### src/rtl/hub75_scan_reader.sv
// HUB75 scan reader: walks the output buffer row-pair by bit-plane and drives BCM RGB, SCLK, LAT, OE_N.
// Latency: RD_LATENCY+2 cycles from address issue to HUB_RGB; no backpressure, ENABLE low stops at the next plane boundary.
// Optional HUB_BRIGHTNESS_EN adds BRIGHTNESS[7:0] to scale the lit part of each plane.
module hub75_scan_reader #(
    parameter int DATA_WIDTH       = 24,
    parameter int COL_ADDR_WIDTH   = 6,
    parameter int ROW_ADDR_WIDTH   = 5,
    parameter int NUMBER_OF_BLOCKS = 3,
    parameter int COLOR_BITS       = 8,
    parameter int RD_LATENCY       = 2,
    parameter int OE_BASE          = 4
) (
    input  logic                                       OUT_CLK,
    input  logic                                       RESET,
    input  logic                                       ENABLE,
`ifdef HUB_BRIGHTNESS_EN
    input  logic [7:0]                                 BRIGHTNESS,
`endif
    output logic [ROW_ADDR_WIDTH+COL_ADDR_WIDTH-1:0]   OUTBUF_OUT_ADDR,
    input  logic [NUMBER_OF_BLOCKS*DATA_WIDTH-1:0]     OUTBUF_OUT_DATA,
    output logic [6*NUMBER_OF_BLOCKS-1:0]              HUB_RGB,
    output logic [ROW_ADDR_WIDTH-2:0]                  HUB_ROW,
    output logic                                       HUB_SCLK,
    output logic                                       HUB_LAT,
    output logic                                       HUB_OE_N,
    output logic                                       FRAME_START
);

    localparam int HR        = ROW_ADDR_WIDTH - 1;
    localparam int AW        = ROW_ADDR_WIDTH + COL_ADDR_WIDTH;
    localparam int NCOL      = 1 << COL_ADDR_WIDTH;
    localparam int SHIFT_LEN = 2 * NCOL + RD_LATENCY + 2;
    localparam int SW        = $clog2(SHIFT_LEN + 1);
    localparam int OE_MAX    = OE_BASE << (COLOR_BITS - 1);
    localparam int OW        = $clog2(OE_MAX + 1);
    localparam int BW        = (COLOR_BITS > 1) ? $clog2(COLOR_BITS) : 1;
    localparam int CW        = DATA_WIDTH / 3;
    localparam int NB        = NUMBER_OF_BLOCKS;

    typedef enum logic [1:0] {IDLE, SHIFT, LATCH, DISPLAY} state_t;

    state_t          state_q;
    logic [SW-1:0]   s_q;
    logic [OW-1:0]   d_q;
    logic [HR-1:0]   r_q;
    logic [BW-1:0]   b_q;
    logic [AW-1:0]   addr_q;
    logic [3*NB-1:0] upper_q;
    logic [6*NB-1:0] rgb_q;
    logic [HR-1:0]   row_q;
    logic            sclk_q;
    logic            lat_q;
    logic            oe_n_q;
    logic            fs_q;

    logic [SW-1:0]   s_nx;
    logic [SW-1:0]   s_rel;
    logic            cap_upper;
    logic            cap_lower;
    logic            sclk_d;
    logic            last_plane;
    logic [BW-1:0]   b_nx;
    logic [HR-1:0]   r_nx;
    logic [OW-1:0]   plane_len;
    logic [OW-1:0]   on_len;
    logic [3*NB-1:0] pbits;

    // s_rel is the shift cycle relative to the first returned read word;
    // even offsets carry the upper half row, odd offsets the lower half.
    always_comb begin
        s_nx       = s_q + SW'(1);
        s_rel      = s_q - SW'(RD_LATENCY);
        cap_upper  = (state_q == SHIFT) && (s_q >= SW'(RD_LATENCY)) &&
                     (s_rel < SW'(2 * NCOL)) && !s_rel[0];
        cap_lower  = (state_q == SHIFT) && (s_q >= SW'(RD_LATENCY)) &&
                     (s_rel < SW'(2 * NCOL)) && s_rel[0];
        sclk_d     = (state_q == SHIFT) && (s_q >= SW'(RD_LATENCY + 2)) &&
                     (s_q <= SW'(SHIFT_LEN - 2)) && !s_rel[0];
        last_plane = (b_q == BW'(COLOR_BITS - 1));
        b_nx       = last_plane ? '0 : b_q + BW'(1);
        r_nx       = last_plane ? r_q + HR'(1) : r_q;
        plane_len  = OW'(OE_BASE) << b_q;
    end

    // Per block, bit b of each channel packed as {B,G,R}.
    always_comb begin
        pbits = '0;
        for (int k = 0; k < NB; k++) begin
            for (int i = 0; i < COLOR_BITS; i++) begin
                if (b_q == BW'(i)) begin
                    pbits[3*k +: 3] = {OUTBUF_OUT_DATA[k*DATA_WIDTH + i],
                                       OUTBUF_OUT_DATA[k*DATA_WIDTH + CW + i],
                                       OUTBUF_OUT_DATA[k*DATA_WIDTH + 2*CW + i]};
                end
            end
        end
    end

`ifdef HUB_BRIGHTNESS_EN
    logic [7:0]    bright_q;
    logic [7:0]    bright_sel;
    logic [OW+7:0] on_prod;

    always_comb begin
        bright_sel = (state_q == LATCH) ? BRIGHTNESS : bright_q;
        on_prod    = {8'd0, plane_len} * {{OW{1'b0}}, bright_sel};
        on_len     = OW'(on_prod >> 8);
    end
`else
    assign on_len = plane_len;
`endif

    always_ff @(posedge OUT_CLK or posedge RESET) begin
        if (RESET) begin
            state_q <= IDLE;
            s_q     <= '0;
            d_q     <= '0;
            r_q     <= '0;
            b_q     <= '0;
            addr_q  <= '0;
            upper_q <= '0;
            rgb_q   <= '0;
            row_q   <= '0;
            sclk_q  <= 1'b0;
            lat_q   <= 1'b0;
            oe_n_q  <= 1'b1;
            fs_q    <= 1'b0;
`ifdef HUB_BRIGHTNESS_EN
            bright_q <= '0;
`endif
        end else begin
            fs_q   <= 1'b0;
            lat_q  <= 1'b0;
            sclk_q <= sclk_d;
            if (cap_upper) begin
                upper_q <= pbits;
            end
            if (cap_lower) begin
                for (int k = 0; k < NB; k++) begin
                    rgb_q[6*k +: 6] <= {pbits[3*k +: 3], upper_q[3*k +: 3]};
                end
            end
            unique case (state_q)
                IDLE: begin
                    oe_n_q <= 1'b1;
                    if (ENABLE) begin
                        state_q <= SHIFT;
                        r_q     <= '0;
                        b_q     <= '0;
                        s_q     <= '0;
                        addr_q  <= '0;
                        fs_q    <= 1'b1;
                    end
                end
                SHIFT: begin
                    if (s_q == SW'(SHIFT_LEN - 1)) begin
                        state_q <= LATCH;
                        lat_q   <= 1'b1;
                        rgb_q   <= '0;
                        // Row select only moves at the start of a row, while dark.
                        if (b_q == '0) begin
                            row_q <= r_q;
                        end
                    end else begin
                        s_q <= s_nx;
                        if (s_nx < SW'(2 * NCOL)) begin
                            addr_q <= {s_nx[0], r_q, s_nx[COL_ADDR_WIDTH:1]};
                        end
                    end
                end
                LATCH: begin
                    state_q <= DISPLAY;
                    d_q     <= '0;
                    oe_n_q  <= (on_len == '0);
`ifdef HUB_BRIGHTNESS_EN
                    bright_q <= BRIGHTNESS;
`endif
                end
                DISPLAY: begin
                    if (d_q == plane_len - OW'(1)) begin
                        oe_n_q <= 1'b1;
                        b_q    <= b_nx;
                        r_q    <= r_nx;
                        if (ENABLE) begin
                            state_q <= SHIFT;
                            s_q     <= '0;
                            addr_q  <= {1'b0, r_nx, {COL_ADDR_WIDTH{1'b0}}};
                            fs_q    <= (r_nx == '0) && (b_nx == '0);
                        end else begin
                            state_q <= IDLE;
                        end
                    end else begin
                        d_q    <= d_q + OW'(1);
                        oe_n_q <= !((d_q + OW'(1)) < on_len);
                    end
                end
                default: state_q <= IDLE;
            endcase
        end
    end

    assign OUTBUF_OUT_ADDR = addr_q;
    assign HUB_RGB         = rgb_q;
    assign HUB_ROW         = row_q;
    assign HUB_SCLK        = sclk_q;
    assign HUB_LAT         = lat_q;
    assign HUB_OE_N        = oe_n_q;
    assign FRAME_START     = fs_q;

endmodule

### config.mk
export PLATFORM = sky130hd
export DESIGN_NAME = hub75_scan_reader
export DESIGN_NICKNAME = d
export VERILOG_FILES = /design/src/rtl/hub75_scan_reader.sv
export SDC_FILE = /design/constraint.sdc
export NUM_CORES = 1
export LEC_CHECK = 0
export ABC_CLOCK_PERIOD_IN_PS = 3650
export CORE_MARGIN = 5
export CORE_UTILIZATION = 46
export DETAILED_ROUTE_END_ITERATION = 6
export HOLD_SLACK_MARGIN = 0.02
export PLACE_DENSITY = 0.77
export SYNTH_ARGS = -nofsm -noshare
export SYNTH_HDL_FRONTEND = slang
export SYNTH_SLANG_ARGS = --single-unit
### constraint.sdc
create_clock -name OUT_CLK -period 3.65 [get_ports OUT_CLK]
set_clock_uncertainty 0.05 [all_clocks]
set_input_delay 0.73 -clock OUT_CLK [delete_from_list [all_inputs] [get_ports OUT_CLK]]
set_output_delay 0.73 -clock OUT_CLK [all_outputs]
set_load 0.03 [all_outputs]
==> flow_metrics.tcl <==
set metrics [dict create \
    status "finished, final reports clean" \
    hpwl_um 10000 \
    fp.dieW_um 114 \
    clk_pin_slew_worst_paths_ns 0.08 \
    cpMostUsedCell "ha_1" \
    antenna_found_initial 0 \
    area_growth_pct 28.9 \
    gp_congestion 0.873 \
    final_nets 748 \
    port_buffers 111 \
    syn_avg_cell_area_um2 9.02 \
    grt_pass1_wl_um 22700 \
    most-common-layout-cells "111 x clkdlybuf4s50_1, 72 x dfrtp_1, 67 x nand2_1" \
    crit_chain "inv_1, ha_1, nand2b_4, ha_1, xor2_1, xnor2_1, or4_1, or2_1, a221o_1, mux2_4" \
    ys_seq_area_share_pct 36.5 \
    power_density_mw_per_mm2 277 \
    crit_required_ns 3.83 \
    initialDrtViolationCount 392 \
    clk_latency_ns 0.35 \
    cts_hold_buf 0 \
    r2r_end "s_q[5]$_DFFE_PP0P_" \
    drcViolationCount 0 \
    final_common_cell "clkdlybuf4s50_1" \
    worst_slew_pin_slew_ns 0.750 \
    fin_crit_sh_pct 93.6 \
    yosys_most_used_dff "dfrtp_1" \
    finalMaxSlewViolations 0 \
    crit_type "register to register" \
    rr_startpoint "b_q[0]$_DFFE_PP0P_" \
    place_area_mm2 0.00621 \
    fin_crit_ns 3.42 \
    grt_max_degree 40 \
    cp-end-kind "register" \
    cpPeakStageDelay_ns 0.66 \
    holdPathEnd "HUB_ROW[2]$_DFFE_PP0P_" \
    max_slew_margin_pct 49.9 \
    drv_cap 0 \
    synth.distinct_cells 55 \
    pin_count 112 \
    die_area_mm2 0.0131 \
    grt-ovfl-total 0 \
    ys_ff_latch 73 \
    holdCritPathClass "register to register" \
    rsz0062_at_grt "false" \
    worst-path-buf-inv 1 \
    synth_fp_nets 655 \
    fp.coreArea_mm2 0.0107 \
    crit_slowest_cell "or4_1" \
    num_antenna_cells 0 \
    drive_above_1_share_pct 10.7 \
    dr.pass1.iters 5 \
    async_flop_share_pct 100 \
    numCtsBuffers 9 \
    die_h_um 114 \
    synth_edf_count 0 \
    holdPathStages 1 \
    htreeDepth 3 \
    syn_inst 555 \
    initial_core_util_pct 46.6 \
    yosys_warnings 0 \
    final_antenna_net_count 0 \
    clock_path_buffers 2 \
    ff2ff_path_depth 10 \
    rows 38 \
    finalSetupViolCount 0 \
    cp-start-kind "register" \
    clock_sinks 73 \
    tns_ns 0 \
    postCtsSetupBuffers 0 \
    fmaxAchievable_ghz 0.293 \
    cp_top_family "simple AND/OR/NAND/NOR gates" \
    fill_cells 912 \
    ir_worst_vdd_v 0.000200 \
    min_from "HUB_ROW[2]$_DFFE_PP0P_" \
    num_vias 4530 \
    hold_viol_final 0 \
    pre_cts_ws_ns 0.243 \
    p_leak_nw 2.81 \
    root_buffer "clkbuf_8" \
    design_area_mm2 0.00645 \
    cts_tree "yes" \
    regToRegSetupSlack_ns 0.23 \
    track_usage_pct 21.3 \
    grt_pass1_vias 4611 \
    post_cts_resized 0 \
    via_per_inst 5.71 \
    totalWireLength_um 13800 \
    crit_arrival_ns 3.59 \
    p_total_w 0.00179 \
    netlist_area_mm2 0.00500 \
    crit_path_max_fanout 8 \
    wl_per_cell_um 17.3 \
    layout_setup_ws_ns 0.234 \
]
-- worst max-delay path by stage --
stage,from,end,slack [ns],cells after the start
after floorplan,b_q[1]$_DFFE_PP0P_,s_q[0]$_DFFE_PP0P_,0.03,16
after global placement,b_q[0]$_DFFE_PP0P_,s_q[4]$_DFFE_PP0P_,0.38,10
after detailed placement,b_q[0]$_DFFE_PP0P_,s_q[1]$_DFFE_PP0P_,0.24,10
after CTS,b_q[0]$_DFFE_PP0P_,s_q[1]$_DFFE_PP0P_,0.23,10
after global routing,b_q[0]$_DFFE_PP0P_,s_q[5]$_DFFE_PP0P_,0.05,8
final,b_q[0]$_DFFE_PP0P_,s_q[5]$_DFFE_PP0P_,0.23,10
-- cells in the mapped netlist (all sizes together), types with 9 or more instances --
| library cell | number | area share (%) |
|---|---|---|
| xnor2 | 15 | 2.6 |
| nor2 | 19 | 1.4 |
| buf | 9 | 1.2 |
| nand2 | 67 | 5.0 |
| nand3 | 19 | 1.9 |
| o311ai | 10 | 1.8 |
| inv | 23 | 1.7 |
| dfrtp | 72 | 36 |
| a211oi | 10 | 1.5 |
| nor2b | 27 | 3.4 |
| clkbuf | 35 | 2.7 |
| and3 | 11 | 1.4 |
| o21ai | 22 | 2.3 |
| a21oi | 49 | 4.9 |
| xor2 | 16 | 2.8 |
| mux2 | 32 | 7.7 |
| ha | 25 | 6.3 |
-- registers in the layout, indices dropped and copies added (netlist names) --
name,count
OUTBUF_OUT_ADDR,11
b_q,3
HUB_LAT,1
s_q,8
upper_q,9
HUB_ROW,4
HUB_RGB,18
d_q,10
HUB_OE_N,1
FRAME_START,1
r_q,4
state_q,2
HUB_SCLK,1
-- power by group --
part / total [W] / internal [W] / leakage (nW) / switching, W
registers: 0.000831 / 0.000823 / 0.889 / 0.00000796
clock network: 0.000777 / 0.000458 / 0.117 / 0.000319
logic: 0.000182 / 0.000105 / 1.81 / 0.0000768
-- logic make-up (layout without fill, tap and decap cells) --
logic type | after synthesis | after routing | share of synthesized area, %
xor gates and xnor gates | 31 | 31 | 5.43
AOI/OAI and AO/OA | 143 | 143 | 19.4
muxes | 36 | 36 | 8.45
and+or+nand+nor | 179 | 179 | 18.3
buffers and inverters | 68 | 166 | 5.68
DFF | 73 | 73 | 36.5
adders and majority gates | 25 | 25 | 6.25
-- routing by layer --
metal  vias to the layer above  global-route usage, %  wire [um]
met1                      2163                   28.0       6050
li1                       2172                      -          -
met2                       183                   35.4       6510
met4                         0                   5.30        227
met3                        12                   5.50        973
met5                         -                      0          0
-- per-stage QoR --
step                hold slack [ns]  utilization, %  cells
floorplan                     0.431               -    555
global route                  0.476            60.0    793
detailed placement            0.443            57.8    777
finish                        0.461            60.0    793
CTS                           0.463            60.0    793
global placement              0.439            57.8    777
-- area by class of cell --
| type | instances | area, um^2 | share of cell area (%) |
|---|---|---|---|
| multi-input cells | 414 | 2890 | 44.8 |
| repair buffers | 126 | 1220 | 19.0 |
| well taps | 140 | 175 | 2.72 |
| clock buffers | 10 | 128 | 1.98 |
| inverters | 24 | 90.1 | 1.40 |
| flip-flops and latches | 73 | 1830 | 28.3 |
| clock inverters | 6 | 115 | 1.78 |
(Power assumes the default switching activity.)
